[config.mk]
export PLATFORM = sky130hd
export DESIGN_NAME = mseq_word_gen
export DESIGN_NICKNAME = d
export VERILOG_FILES = /design/src/rtl/mseq_word_gen.sv
export SDC_FILE = /design/constraint.sdc
export NUM_CORES = 1
export LEC_CHECK = 0
export ABC_CLOCK_PERIOD_IN_PS = 3520
export CORE_MARGIN = 8
export CORE_UTILIZATION = 54
export DETAILED_ROUTE_END_ITERATION = 12
export GPL_TIMING_DRIVEN = 0
export PLACE_DENSITY = 0.78
export SYNTH_ARGS = -nofsm -noshare
export SYNTH_HDL_FRONTEND = slang
export SYNTH_SLANG_ARGS = --single-unit
[constraint.sdc]
create_clock -name clk -period 3.52 [get_ports clk]
set_input_delay 1.056 -clock clk [delete_from_list [all_inputs] [get_ports clk]]
set_output_delay 1.056 -clock clk [all_outputs]
set_load 0.01 [all_outputs]
[src/rtl/mseq_word_gen.sv]
// mseq_word_gen: Fibonacci LFSR m-sequence packed MSB-first into words.
// Ports: clk, rst (sync high), calcu_ctrl, seed_load/seed_in, m_data/m_valid/m_ready, period_done, word_cnt.
module mseq_word_gen #(
  parameter int DATA_WIDTH = 64,
  parameter int LFSR_N = 7,
  parameter logic [LFSR_N-1:0] TAPS = 7'h60,
  parameter logic [LFSR_N-1:0] SEED = 7'h01
) (
  input  logic                  clk,
  input  logic                  rst,
  input  logic                  calcu_ctrl,
  input  logic                  seed_load,
  input  logic [LFSR_N-1:0]     seed_in,
  output logic [DATA_WIDTH-1:0] m_data,
  output logic                  m_valid,
  input  logic                  m_ready,
  output logic                  period_done,
  output logic [15:0]           word_cnt
);

  localparam int BCW = (DATA_WIDTH > 2) ? $clog2(DATA_WIDTH) : 1;
  localparam logic [BCW-1:0] BC_LAST = BCW'(DATA_WIDTH - 1);
  localparam logic [LFSR_N-1:0] PC_LAST =
    {{(LFSR_N-1){1'b1}}, 1'b0};

  typedef enum logic [1:0] {
    IDLE,
    RUN,
    STALL
  } state_t;

  state_t                state;
  logic [LFSR_N-1:0]     s;
  logic [DATA_WIDTH-1:0] pk;
  logic [BCW-1:0]        bc;
  logic [LFSR_N-1:0]     pc;

  logic                  fb;
  logic [LFSR_N-1:0]     s_step;
  logic [LFSR_N-1:0]     s_next;
  logic [LFSR_N-1:0]     seed_val;
  logic [DATA_WIDTH-1:0] word;
  logic                  word_last;
  logic                  free;
  logic                  accept;
  logic                  want;
  logic                  adv;
  logic                  stall_next;

  assign fb       = ^(s & TAPS);
  assign s_step   = {s[LFSR_N-2:0], fb};
  // Guard against an all-zero state with degenerate tap masks.
  assign s_next   = (s_step == '0) ? SEED : s_step;
  assign seed_val = (seed_in == '0) ? SEED : seed_in;
  assign word     = {pk[DATA_WIDTH-2:0], s[LFSR_N-1]};

  assign word_last = (bc == BC_LAST);
  assign free      = !m_valid || m_ready;
  assign accept    = m_valid && m_ready;
  // A stalled word completes on the first free cycle.
  assign want       = calcu_ctrl || (state == STALL);
  assign adv        = !seed_load && want && (!word_last || free);
  assign stall_next = want && word_last && !free;

  always_ff @(posedge clk) begin
    if (rst) begin
      state       <= IDLE;
      s           <= SEED;
      pk          <= '0;
      bc          <= '0;
      pc          <= '0;
      m_data      <= '0;
      m_valid     <= 1'b0;
      period_done <= 1'b0;
      word_cnt    <= '0;
    end else begin
      period_done <= 1'b0;

      if (seed_load) begin
        state <= IDLE;
        s     <= seed_val;
        pk    <= '0;
        bc    <= '0;
        pc    <= '0;
      end else begin
        unique case (1'b1)
          stall_next:               state <= STALL;
          calcu_ctrl && !stall_next: state <= RUN;
          default:                  state <= IDLE;
        endcase
      end

      if (adv) begin
        s  <= s_next;
        pk <= word;
        bc <= word_last ? '0 : bc + 1'b1;
        pc <= (pc == PC_LAST) ? '0 : pc + 1'b1;
        period_done <= (pc == PC_LAST);
      end

      if (adv && word_last) begin
        m_data  <= word;
        m_valid <= 1'b1;
      end else if (accept) begin
        m_valid <= 1'b0;
      end

      if (accept) begin
        word_cnt <= word_cnt + 16'd1;
      end
    end
  end

endmodule
## After elaboration in Yosys (flattened, before gate mapping)

Cells that the tools add are included.

- Flip-flop bits (word level): 167
- Logic and storage cells: 53

- Eq/ne operators: 3
- $add $sub $neg: 3
- Reductions and logical operators: 22
- Muxes and demuxes: 15
- Bitwise gates (word level): 1

Operators with widths:

| operator | count |
|---|---|
| $mux 63 | 2 |
| $mux 7 | 7 |
| $mux 6 | 3 |
| $add 16x1->16 const B | 1 |
| $logic_not 7->1 | 2 |
| $add 7x1->7 const B | 1 |
| $eq 7x7->1 const B | 1 |
| $logic_and 1x1->1 | 7 |
| $reduce_xor 7->1 | 1 |
| $add 6x1->6 const B | 1 |
| $eq 6x6->1 const B | 1 |
| $logic_not 1->1 | 5 |
| $pmux 2 s2 | 1 |
| $reduce_bool 2->1 | 2 |
| $reduce_or 2->1 | 2 |
| $logic_or 1x1->1 | 3 |
| $eq 2x2->1 const B | 1 |
| $mux 1 | 2 |
| $not 1->1 | 1 |

## Longest topological paths before layout

- Depth after elaboration: 7
- Mapped depth: 9
- Gate-level depth less buffers: 6

## Worst setup path after synthesis

No wires, ideal clock.

- Kind: input -> register
- From: input seed_load
- To: register m_data[12]
- Setup time: 70 ps
- Arrival: 2283 ps
- Cell stages on the path: 8
- Buffers on the path: 4
- Path slack: 1166 ps
- Cells stage by stage: buf_2 > inv_1 > buf_2 > o2111a_1 > buf_2 > clkbuf_1 > nand3_1 > a21oi_1

- Longest elaborated chain between the ends: 4

RTL lines:

| element | line | source |
|---|---|---|
| from (decl) | 12 | `input logic seed_load,` |
| $logic_not 1->1 | 62 | `assign adv = !seed_load && want && (!word_last \|\| free);` |
| $logic_and 1x1->1 (2 in a row) | 62 |  |
| $logic_and 1x1->1 | 101 | `if (adv && word_last) begin` |
| to (signal assigned) | 102 | `m_data <= word;` |
| to (decl) | 14 | `output logic [DATA_WIDTH-1:0] m_data,` |

No other way between the ends.
A chain may end at the register's enable or synchronous reset.

## Worst setup path in the final report

- From: input m_ready
- To: register pk[32]

- Longest elaborated chain between the ends: 4
- Elaborated cells on any way between the ends: 5

RTL lines:

| element | line | source |
|---|---|---|
| from (decl) | 16 | `input logic m_ready,` |
| $logic_or 1x1->1 * | 58 | `assign free = !m_valid \|\| m_ready;` |
| $logic_or 1x1->1 * | 62 |  |
| $logic_and 1x1->1 * | 62 |  |
| $mux 63 or $reduce_bool 2->1 (tied branches) | n/a |  |
| to (signal assigned) | 95 | `pk <= word;` |
| to (decl) | 34 | `logic [DATA_WIDTH-1:0] pk;` |

Mark *: on every way between the ends. The rest lies on a longest branch, timed or not.

==> results.sh <==
export IMPL_status="complete, no violations"
export IMPL_grt_ovfl_total=0
export IMPL_worst_slew_pin_slew_ps=805
export IMPL_ys_seq_area_share_pct=51.0
export IMPL_antenna_found_initial=0
export IMPL_hold_viol=0
export IMPL_drtAntennaViolNets=0
export IMPL_highest_layer="met4"
export IMPL_drc_errors=0
export IMPL_rsz0062_at_grt="false"
export IMPL_critPathArrivalTime_ps=3490
export IMPL_avgSynthCellArea_um2=8.88
export IMPL_cts_sinks=167
export IMPL_finClkSkew_ps=7.38
export IMPL_worst_ep_required_time_ps=3890
export IMPL_setup_ws_ps=400
export IMPL_placeableCoreArea_um2=12000
export IMPL_fmax_mhz=320
export IMPL_grt_max_degree=17
export IMPL_finalSetupViolations=0
export IMPL_drt_initial_drc_count=601
export IMPL_design_area_um2=8250
export IMPL_netlist_instances=739
export IMPL_nNetsFinal=865
export IMPL_ys_warn_count=0
export IMPL_crit_path_top_delay_cell="clkdlybuf4s50_1"
export IMPL_synth_fp_nets=755
export IMPL_critPathMaxFanout=10
export IMPL_gp_congestion=0.887
export IMPL_die_area_um2=15900
export IMPL_hold_buffers=0
export IMPL_start_util_pct=54.9
export IMPL_ios=94
export IMPL_placed_area_um2=7660
export IMPL_ys_seq_elements=167
export IMPL_clk_latency_ps=420
export IMPL_place_ws_ps=42.7
export IMPL_wl_mm=18.4
export IMPL_rrSetupSlack_ps=1170
export IMPL_first_global_vias=6043
export IMPL_power_density_nw_per_um2=473
export IMPL_critPathCaptureType="register"
export IMPL_path_delay_family="buffers and inverters"
export IMPL_via_per_inst=6.21
export IMPL_slew_limit_headroom_pct=45.8
export IMPL_yosysUniqueCellTypes=45
export IMPL_root_buffer="clkbuf_16"
export IMPL_grt_pass1_wl_mm=30.1
export IMPL_grt_use_total_pct=22.9
export IMPL_worstHoldPathType="register to register"
export IMPL_drive_gt1_share_pct=6.16
export IMPL_ys_async_sr_fraction_pct=0
export IMPL_maxSlewViolCount=0
export IMPL_cp_start_kind="input pin"
export IMPL_htree_levels=4
export IMPL_port_buffer_count=91
export IMPL_ys_flop_type="dfxtp_1"
export IMPL_cts_setup_buffers=0
export IMPL_n_antenna_cell=0
export IMPL_cts_made_buffers=17
export IMPL_clk_pin_slew_ps=60
export IMPL_critPathMaxStageDelay_ps=570
export IMPL_rows=40
export IMPL_wl_per_cell_um=18.3
export IMPL_wl_met3_mm=1.36
export IMPL_fin_crit_ps=3120
export IMPL_synth_edf_count=0
export IMPL_m1WireLength_mm=7.83
export IMPL_fin_crit_sh_pct=88.6
export IMPL_dp_hpwl_mm=12.5
export IMPL_critical_path_class="input pin to register"
export IMPL_setup_tns_ps=0
export IMPL_die_w_um=126
export IMPL_cp_common_cell="buf_2"
export IMPL_ctsResizeCount=0
export IMPL_crit_path_cell_trace="clkdlybuf4s50_1 -> and2b_2 -> buf_2 -> nand3_1 -> a21oi_1 -> buf_2 -> a22o_1"
export IMPL_routed_wl_met2_mm=8.77
export IMPL_clockBufferDepth=2
export IMPL_num_vias=6257
export IMPL_fill_cells=959
export IMPL_ir_worst_vdd_mv=0.289
export IMPL_tritoncts="built"
export IMPL_fp_dieH_um=126
export IMPL_netlist_area_um2=6560
export IMPL_cp_num_buf_inv=3
export IMPL_area_growth_pct=25.7
export IMPL_leakagePower_uw=0.00266
export IMPL_drtPass1Iterations=5
export IMPL_max_cap_violations=0
==> final timing paths <==
path                                              start                 endpoint  cells after the start
worst max-delay path                            m_ready      pk[32]$_SDFFE_PP0P_                      7
worst min-delay path            m_data[49]$_SDFFE_PP0P_  m_data[49]$_SDFFE_PP0P_                      2
worst max register to register     m_valid$_SDFFE_PP0P_      pk[32]$_SDFFE_PP0P_                      6
worst min register to register  m_data[49]$_SDFFE_PP0P_  m_data[49]$_SDFFE_PP0P_                      2
==> logic make-up after synthesis <==
kind of cell               synth area share, %
xor gates and xnor gates                  1.60
DFF                                       51.0
and+or+nand+nor                           14.6
AOI/OAI and AO/OA                         26.7
adders and majority gates                0.763
buffers and inverters                     5.40
==> synthesized netlist by cell type, types with 8 or more instances <==
library cell,instances,area share [%]
buf_2,16,1.2
inv_1,9,0.51
a22o_1,31,4.1
nor3_1,8,0.61
clkbuf_1,57,3.3
a21oi_1,117,8.9
dfxtp_1,167,51
nand4_1,10,0.95
o211ai_1,43,4.9
nor2_1,15,0.86
nand3_1,109,8.3
o21ai_0,70,5.3
nand2_1,11,0.63
==> layout make-up <==
type                            count  area, um^2  area share [%]
Sequential cell                   167        3340            40.5
Clock buffer                       24         502            6.08
Buffer                             79         320            3.88
Inverter                            9        33.8           0.409
Multi-Input combinational cell    484        2860            34.7
Tap cell                          147         184            2.23
Clock inverter                      7        92.6            1.12
Timing Repair Buffer               91         911            11.0
==> flip-flops by register name, summed over array words and instances (netlist names) <==
register,count
period_done,1
bc,6
m_valid,1
pc,7
word_cnt,16
state,2
m_data,64
s,7
pk,63
==> worst min-delay path, cell delays in order (launching register included) <==
cell and delay (ps):
dfxtp_1 300, o21ai_0 60, a21oi_1 60
==> metal layers <==
layer / global-route usage [%] / vias up
li1: - / 2969
met5: 0 / -
met3: 6.41 / 39
met2: 36.7 / 268
met4: 10.6 / 0
met1: 27.9 / 2981
==> power by group <==
group / switching [uW] / internal, uW
combinational: 92.8 / 33.8
sequential: 6.81 / 1900
clock: 735 / 1130
total: 835 / 3060
==> placed cells by master (no fill, tap or decap), types with 3 or more instances in the layout <==
cell             Yosys  routed
ha_1                 4       4
o21ai_0             70      70
clkbuf_1            57      59
nor3_1               8       8
o211ai_1            43      43
nor2_1              15      15
clkdlybuf4s50_1      0      91
clkinvlp_4           0       3
buf_2               16      16
dfxtp_1            167     167
nand3_1            109     109
xor2_1               5       5
nand4_1             10      10
clkbuf_16            0      17
and3_1               3       3
or3_1                3       3
xnor2_1              7       7
a311oi_1             5       5
inv_1                9       9
a21oi_1            117     117
nor4_1               5       5
a22o_1              31      31
a31oi_1              5       5
clkbuf_8             0       5
a32oi_1              6       6
buf_1                5       5
nand2_1             11      11
==> per-stage QoR <==
| step | std cells | hold slack (ps) | util (%) | power, uW |
|---|---|---|---|---|
| 2_1_floorplan | 739 | 444 | - | 2020 |
| 3_3_place_gp | 977 | 460 | 64.0 | 2060 |
| 3_5_place_dp | 977 | 467 | 64.0 | 2070 |
| 4_1_cts | 1008 | 475 | 69.0 | 3910 |
| 5_1_grt | 1008 | 492 | 69.0 | 4000 |
| 6_report | 1008 | 472 | 69.0 | 3900 |
No activity file was read; power rests on OpenSTA's default activity.
